===== src/rtl/tristate_release_monitor.sv =====
// Checks a dual-rail tri-state bus against its enable: driven bits must be defined, released bits undefined.
// Define TRISTATE_MON_FORMAL_EN to add immediate assertions and covers on the violation flag and FSM.
module tristate_release_monitor #(
    parameter int WIDTH  = 8,
    parameter int SETTLE = 2,
    parameter int CNT_W  = 8
) (
    input  logic             clk,
    input  logic             rst_n,
    input  logic             enable_condition,
    input  logic [WIDTH-1:0] bus_lo,
    input  logic [WIDTH-1:0] bus_hi,
    output logic [WIDTH-1:0] undef_mask,
    output logic             violation,
    output logic             err_sticky,
    output logic [CNT_W-1:0] viol_count,
    output logic [1:0]       state
);

    typedef enum logic [1:0] {
        DRIVEN    = 2'b00,
        RELEASING = 2'b01,
        RELEASED  = 2'b10,
        UNUSED    = 2'b11
    } stateT;

    localparam logic [3:0]       SETTLE_LOAD = (SETTLE > 0) ? 4'(SETTLE - 1) : 4'd0;
    localparam logic [CNT_W-1:0] CNT_MAX     = {CNT_W{1'b1}};

    stateT            stateQ, stateD;
    logic [3:0]       settleQ, settleD;
    logic [WIDTH-1:0] undefQ;
    logic             violQ, violD;
    logic             stickyQ;
    logic [CNT_W-1:0] countQ, countD;

    logic [WIDTH-1:0] undefBits;
    logic [WIDTH-1:0] illegalBits;

    assign undefBits   = ~bus_lo & bus_hi;
    assign illegalBits = bus_lo & ~bus_hi;

    // Checks use the state held before the edge; a high enable overrides everything.
    always_comb begin
        stateD  = stateQ;
        settleD = settleQ;
        violD   = |illegalBits;
        case (stateQ)
            DRIVEN: begin
                if (enable_condition) begin
                    violD = violD | (|undefBits);
                end else if (SETTLE > 0) begin
                    stateD  = RELEASING;
                    settleD = SETTLE_LOAD;
                end else begin
                    stateD = RELEASED;
                end
            end
            RELEASING: begin
                if (!enable_condition) begin
                    if (settleQ == 4'd0) begin
                        stateD = RELEASED;
                    end else begin
                        settleD = settleQ - 4'd1;
                    end
                end
            end
            RELEASED: begin
                if (!enable_condition) begin
                    violD = violD | (|(~undefBits));
                end
            end
            default: stateD = DRIVEN;
        endcase
        if (enable_condition) begin
            stateD = DRIVEN;
        end
    end

    assign countD = (violD && (countQ != CNT_MAX)) ? countQ + 1'b1 : countQ;

    always_ff @(posedge clk) begin
        if (!rst_n) begin
            stateQ  <= DRIVEN;
            settleQ <= 4'd0;
            undefQ  <= '0;
            violQ   <= 1'b0;
            stickyQ <= 1'b0;
            countQ  <= '0;
        end else begin
            stateQ  <= stateD;
            settleQ <= settleD;
            undefQ  <= undefBits;
            violQ   <= violD;
            stickyQ <= stickyQ | violD;
            countQ  <= countD;
        end
    end

    assign undef_mask = undefQ;
    assign violation  = violQ;
    assign err_sticky = stickyQ;
    assign viol_count = countQ;
    assign state      = stateQ;

`ifdef TRISTATE_MON_FORMAL_EN
    always @(posedge clk) begin
        if (rst_n) begin
            assert (!violation);
            cover (stateQ == RELEASED);
            cover ((stateQ == RELEASED) && enable_condition);
        end
    end
`endif

endmodule


===== config.mk =====
export PLATFORM = sky130hd
export DESIGN_NAME = tristate_release_monitor
export DESIGN_NICKNAME = d
export VERILOG_FILES = /design/src/rtl/tristate_release_monitor.sv
export SDC_FILE = /design/constraint.sdc
export NUM_CORES = 1
export LEC_CHECK = 0
export ABC_AREA = 0
export CORE_MARGIN = 4
export CORE_UTILIZATION = 44
export DETAILED_ROUTE_END_ITERATION = 6
export PLACE_DENSITY = 0.74
export SETUP_SLACK_MARGIN = 0.2
export SYNTH_ARGS = -nofsm -noshare
export SYNTH_HDL_FRONTEND = slang
export SYNTH_SLANG_ARGS = --single-unit

===== constraint.sdc =====
create_clock -name clk -period 2.2 [get_ports clk]
set_clock_uncertainty 0.15 [all_clocks]
set_input_delay 0.44 -clock clk [delete_from_list [all_inputs] [get_ports clk]]
set_output_delay 0.44 -clock clk [all_outputs]
set_load 0.005 [all_outputs]

==> results of run 1 <==
## power by group through the flow
stage               clock network (mW)  logic [mW]  registers (mW)
CTS                              0.239       0.198           0.473
global route                     0.261       0.217           0.477
finish                           0.235       0.197           0.473
floorplan                            0      0.0785           0.481
global placement                     0       0.196           0.481
detailed placement                   0       0.202           0.482
## flip-flops by register name, summed over array words and instances, names as in the netlist
| signal | flops |
|---|---|
| settleQ | 4 |
| undef_mask | 8 |
| state | 2 |
| violation | 1 |
| err_sticky | 1 |
| viol_count | 8 |
## cell usage after synthesis, drive strengths merged (2+ instances only)
cell    count
nand2b     11
a211oi      2
a31o        2
or3         2
a41o        2
mux2i       3
xnor2       2
dfxtp      24
and4bb      4
a21oi       7
nand2       6
nor2       23
o21ai       3
o22ai       2
nand4       5
ha          3
inv        12
nor3        4
nand3       3
## area by class of cell
cell class	count	share of cell area
Multi-Input combinational cell	93	0.3642
Clock buffer	4	0.02035
Inverter	12	0.02526
Timing Repair Buffer	61	0.2989
Tap cell	30	0.02105
Sequential cell	24	0.2702
## stage by stage
| step | setup TNS, ns | worst slack (ns) | utilization | total power, mW | std cells |
|---|---|---|---|---|---|
| after global routing | 0 | 0.2185 | 0.7197 | 0.9554 | 224 |
| after CTS | 0 | 0.2369 | 0.7167 | 0.9093 | 224 |
| after detailed placement | -2.295 | -0.3141 | 0.6975 | 0.6844 | 219 |
| after global placement | -1.791 | -0.2569 | 0.6975 | 0.6767 | 219 |
| final | 0 | 0.2921 | 0.7197 | 0.9057 | 224 |
| after floorplan | 0 | 0.2691 | - | 0.5595 | 131 |
## worst max path at each step
| stage | startpoint | endpoint | slack [ns] | cells after the start |
|---|---|---|---|---|
| floorplan | bus_lo[4] | viol_count[7] | 0.27 | 6 |
| global placement | bus_lo[0] | viol_count[7] | -0.26 | 7 |
| detailed placement | bus_lo[4] | viol_count[7] | -0.31 | 7 |
| CTS | bus_lo[2] | viol_count[7] | 0.24 | 8 |
| global route | bus_lo[1] | viol_count[7] | 0.22 | 8 |
| finish | viol_count[3] | viol_count[3] | 0.29 | 1 |
## timing repair
item | in CTS | in global routing
buffers inserted | 1 | 0
hold buffers | 0 | 0
resized for setup | 20 | 2
pin swaps | 10 | 3
endpoints found under the setup margin | 9 | 9
## layer usage
metal / up-vias / part of all wire / GRT usage
li1: 589 / - / -
met1: 546 / 0.41 / 0.2067
met2: 28 / 0.52 / 0.3470
met3: 7 / 0.053 / 0.05447
met4: 0 / 0.020 / 0.07767
met5: - / 0 / 0
## cell usage in the layout (no fill, tap or decap), types with 2 or more instances in the layout
cell,n
nor2_1,23
dfxtp_1,23
buf_4,23
clkdlybuf4s50_1,22
dlygate4sd2_1,16
inv_1,12
nand2b_1,11
nand2_1,5
a21oi_1,5
nand4_1,4
nor3_1,4
nand3_1,3
mux2i_1,3
o21ai_0,3
ha_1,3
clkbuf_4,3
and4bb_2,2
and4bb_1,2
o22ai_1,2
a31o_1,2
a41o_1,2
xnor2_1,2
or3_1,2
## logic make-up (layout without fill, tap and decap cells)
kind of cell	count (synthesis)	count (layout)	synth area share
fa+ha+maj	3	3	0.03258
xor+xnor	2	2	0.01520
compound gates	22	22	0.1607
buf+inv	14	77	0.04559
simple gates	63	63	0.3029
flops	24	24	0.4169
mux	3	3	0.02606
==> impl_metrics.csv, run 1 <==
group,metric,value,unit
critical_path,timing.rr.end,"settleQ[1]",
sta,worst_slew_pin_slew,0.4846,ns
final_layout,multi_input_area,649.4,µm²
pwr,p_leak,0.7662,nW
routing,ant_nets,0,
placed_design,portBuffers,38,
critical_path,cp_num_buf_inv,1,
routing,drt-total-wl,3.073,mm
pwr,clkPwrFrac,0.260,
placed_design,dpl-instance-area,1728,µm²
pwr,p_per_area,508.0,nW/µm²
grt,grt_first_pass_wirelength,5.023,mm
logic_synthesis,synth_area_leaders,"dfxtp_1 42%, nor2_1 7.5%, nand2b_1 6.0%",
die,io_pins,39,
logic_synthesis,yosys_warnings,0,
critical_path,cp_max_fo,6,
routing,drt_iter0_drc,50,
clocking,cts_tree,"built",
logic_synthesis,synthArstFlopShare,0,
placed_design,gp_congestion,0.8187,
final_layout,antenna-diode-count,0,
die,initial_core_util,0.4652,
die,die_w,59.18,µm
routing,viasPerCell,5.223,
logic_synthesis,yosys.area.top_type,"dfxtp_1",
sta,fmax,0.5241,GHz
logic_synthesis,synth_area,1152,µm²
grt,antenna_found_initial,0,
sta,post-route-period-util,0.8672,
critical_path,cp.arrival,1.32,ns
final_layout,layout-drive-gt1-share,0.2010,
sta,worst_hold_slack,0.3389,ns
routing,vias,1170,
die,dieArea,3502,µm²
routing,drcViolationCount,0,
critical_path,rr_worst_depth,7,
clocking,clk_latency,0.32,ns
critical_path,crit_path_max_incr_delay,0.55,ns
final_layout,seq_area,481.7,µm²
critical_path,crit_required,1.61,ns
pwr,switchingPower,236.2,µW
pwr,intPower,669.5,µW
final_layout,fillers,206,
logic_synthesis,yosysSeqAreaShare,0.4169,
status,status,"finished, final reports clean",
clocking,clk_pin_slew,0.12,ns
critical_path,crit_chain,"clkdlybuf4s50_1",
critical_path,critPathLaunchType,"flop",
routing,wl_per_cell,13.72,µm
grt,grt_pass1_vias,1173,
placed_design,dp_hpwl,2.459,mm
clocking,clock-root-buffer,"clkbuf_4",
critical_path,slowest_stage,"clkdlybuf4s50_1",
sta,post-route-min-period,1.908,ns
final_layout,area_delta_synth_final,54.72,%
clocking,cts.sinks,24,
logic_synthesis,synth_cells,131,
routing,drt_pass1_iterations,4,
clocking,numCtsBuffers,3,
grt,grt_max_degree,15,
sta,final-hold-violation-count,0,
logic_synthesis,ys_types,34,
min_path,hold_class,"flop to flop",
final_layout,stdcell_area,1783,µm²
critical_path,worstSetupPathType,"flop to output pin",
die,core-area,2477,µm²
sta,finalMaxSlewViolations,0,
grt,overflow,0,
die,fp-row-count,18,
logic_synthesis,synthFlopType,"dfxtp_1",
logic_synthesis,synth-seq-cells,24,
min_path,whs_endpoint,"settleQ[1]",
pwr,p_comb_frac,0.218,
critical_path,r2r_setup_slack,0.38,ns
critical_path,path_delay_family,"buffers and inverters",
min_path,min_from,"settleQ[1]",
run,cap_violations,0,
clocking,cts_buffer_depth,2,
sta,setup_violations,0,
logic_synthesis,syn_nets,153,
logic_synthesis,synth_top_area_share,0.4169,
sta,maxSlewHeadroom,0.6766,
logic_synthesis,synth_edf_count,0,
grt,grt_usage,0.1914,
min_path,hold_depth,2,
sta,rsz0062_at_grt,"false",
pwr,switching_share,0.2608,
critical_path,end_kind,"output pin",
logic_synthesis,syn_area_per_cell,8.797,µm²
pwr,peakVddDrop,0.4385,mV
pwr,seqPwrFrac,0.522,
clocking,h-tree-depth,1,
die,fp.dieH,59.18,µm
final_layout,nNetsFinal,217,
critical_path,r2r_start,"settleQ[0]",
Power figures use the tool's default switching activity.
==> run 2, diff against run 1 <==
--- a/config.mk
+++ b/config.mk
@@ -9,6 +9,7 @@
 export CORE_MARGIN = 4
 export CORE_UTILIZATION = 44
 export DETAILED_ROUTE_END_ITERATION = 6
+export HOLD_SLACK_MARGIN = 0.15
 export PLACE_DENSITY = 0.74
 export SETUP_SLACK_MARGIN = 0.2
 export SYNTH_ARGS = -nofsm -noshare
==> constraint.sdc (replaced) <==
create_clock -name clk -period 2.1 [get_ports clk]
set_clock_uncertainty 0.15 [all_clocks]
set_input_delay 0.42 -clock clk [delete_from_list [all_inputs] [get_ports clk]]
set_output_delay 0.42 -clock clk [all_outputs]
set_load 0.005 [all_outputs]
==> impl_metrics.csv, run 2 (synthesis results as in run 1) <==
group,metric,value,unit
grt,grt_pass1_vias,1165,
placed_design,portBuffers,38,
routing,drcViolationCount,0,
grt,grt_first_pass_wirelength,4.933,mm
die,io_pins,39,
pwr,peakVddDrop,0.4184,mV
status,status,"finished, final reports clean",
final_layout,layout-drive-gt1-share,0.2718,
sta,fmax,0.5428,GHz
critical_path,crit_chain,"dlygate4sd2_1, buf_4, o2111ai_1, a2111oi_4, buf_4, buf_4, a211oi_1, xnor2_1, nor2_1",
critical_path,crit_path_max_incr_delay,0.27,ns
critical_path,cp_max_fo,4,
routing,ant_nets,0,
clocking,cts_tree,"built",
final_layout,area_delta_synth_final,55.59,%
sta,post-route-min-period,1.842,ns
sta,worst_slew_pin_slew,0.3113,ns
critical_path,critPathLaunchType,"input port",
die,fp.dieH,59.18,µm
final_layout,fillers,193,
critical_path,slowest_stage,"o2111ai_1",
critical_path,crit_required,2.18,ns
grt,antenna_found_initial,0,
routing,highest_layer,"met4",
routing,drt_pass1_iterations,4,
clocking,clk_latency,0.32,ns
die,dieArea,3502,µm²
grt,grt_max_degree,15,
sta,setup_violations,0,
run,cap_violations,0,
die,fp-row-count,18,
final_layout,final_common_cell,"buf_4",
clocking,h-tree-depth,1,
die,core-area,2477,µm²
routing,wl_met2,1.391,mm
clocking,clock-root-buffer,"clkbuf_4",
critical_path,worstSetupPathType,"input port to flop",
grt,overflow,0,
routing,wl_met3,216,µm
clocking,cts_buffer_depth,2,
critical_path,crit_top_cell,"buf_4",
routing,viasPerCell,5.076,
final_layout,nNetsFinal,218,
routing,vias,1142,
sta,maxSlewHeadroom,0.7909,
clocking,clk_pin_slew,0.13,ns
pwr,p_per_area,580.5,nW/µm²
sta,post-route-period-util,0.8772,
routing,drt_iter0_drc,36,
clocking,numCtsBuffers,3,
routing,wl_per_cell,12.77,µm
critical_path,cp.arrival,1.92,ns
routing,drt-total-wl,2.873,mm
sta,setup_tns,0,ns
pwr,p_leak,0.7933,nW
clocking,cts.sinks,24,
final_layout,antenna-diode-count,0,
grt,grt_usage,0.1842,
placed_design,dp_hpwl,2.299,mm
die,initial_core_util,0.4652,
placed_design,gp_congestion,0.7735,
routing,drt-met1-wl,1.226,mm
final_layout,final_cell_mix,"24 x buf_4, 23 x nor2_1, 21 x clkdlybuf4s50_1",
critical_path,end_kind,"flop",
sta,final-hold-violation-count,0,
die,die_w,59.18,µm
pwr,total_power,1.041,mW
sta,finalMaxSlewViolations,0,
sta,rsz0062_at_grt,"true",
min_path,hold_class,"input port to flop",
## run 2: cell types whose count changed in the layout (fill, tap and decap cells not counted)
cell | previous run | this run
dfxtp_2 | 1 | 5
buf_4 | 23 | 24
clkdlybuf4s50_1 | 22 | 21
dfxtp_1 | 23 | 19
dlymetal6s2s_1 | 0 | 1
clkdlybuf4s15_1 | 0 | 3
nor4_2 | 1 | 0
clkbuf_2 | 0 | 9
nor4_4 | 0 | 1
clkbuf_8 | 1 | 0
dlygate4sd2_1 | 16 | 4
bufinv_16 | 0 | 1
## run 2: worst max-delay path: cells and delay by family
family / cells / cell delay, ns
AOI/OAI and AO/OA: 3 / 0.63
xor gates and xnor gates: 1 / 0.15
buffers and inverters: 4 / 0.67
and+or+nand+nor: 1 / 0.05
## run 2: per-stage QoR
step | worst slack (ns) | util | cell area, µm² | cells | hold slack, ns
finish | 0.2578 | 0.7237 | 1793 | 225 | 0.2353
global route | 0.1830 | 0.7237 | 1793 | 225 | 0.2724
CTS | 0.2018 | 0.7258 | 1798 | 223 | 0.3469
detailed placement | -0.3774 | 0.6944 | 1720 | 218 | 0.3140
global placement | -0.3314 | 0.6944 | 1720 | 218 | 0.3077
floorplan | 0.1891 | - | 1152 | 131 | 0.2950
## run 2: path summary, 6_finish.rpt
check | startpoint | to | slack, ns | cells after the start
worst max register to register | settleQ[0] | settleQ[1] | 0.34 | 7
worst max-delay path | bus_hi[6] | viol_count[4] | 0.26 | 9
worst min register to register | settleQ[1] | settleQ[1] | 0.34 | 2
worst min-delay path | bus_lo[5] | undef_mask[5] | 0.24 | 3
## run 2: final cells by class
cell class,count,area (µm²),share of cell area
multi-input combinational,93,658.1,0.3671
clock buffer,3,22.52,0.01256
timing repair buffer,62,513.0,0.2861
inverter,12,45.04,0.02512
clock inverter,1,30.03,0.01675
sequential,24,486.7,0.2715
tap,30,37.54,0.02094
## run 2: power breakdown
group,switching [mW],internal (mW)
clock,0.146,0.193
sequential,0.0169,0.479
combinational,0.0880,0.118
total,0.251,0.789
## run 2: routing by layer
| layer | vias up | GRT usage |
|---|---|---|
| li1 | 588 | - |
| met1 | 522 | 0.2093 |
| met2 | 28 | 0.3186 |
| met3 | 4 | 0.05882 |
| met4 | 0 | 0.07120 |
| met5 | - | 0 |
## run 2: timing repair
action | 4_1_cts | 5_1_grt
setup buffers | 1 | 2
gates resized for setup | 27 | 22
endpoints found under the setup margin | 11 | 13
pin swaps | 10 | 11
hold buffers | 0 | 0
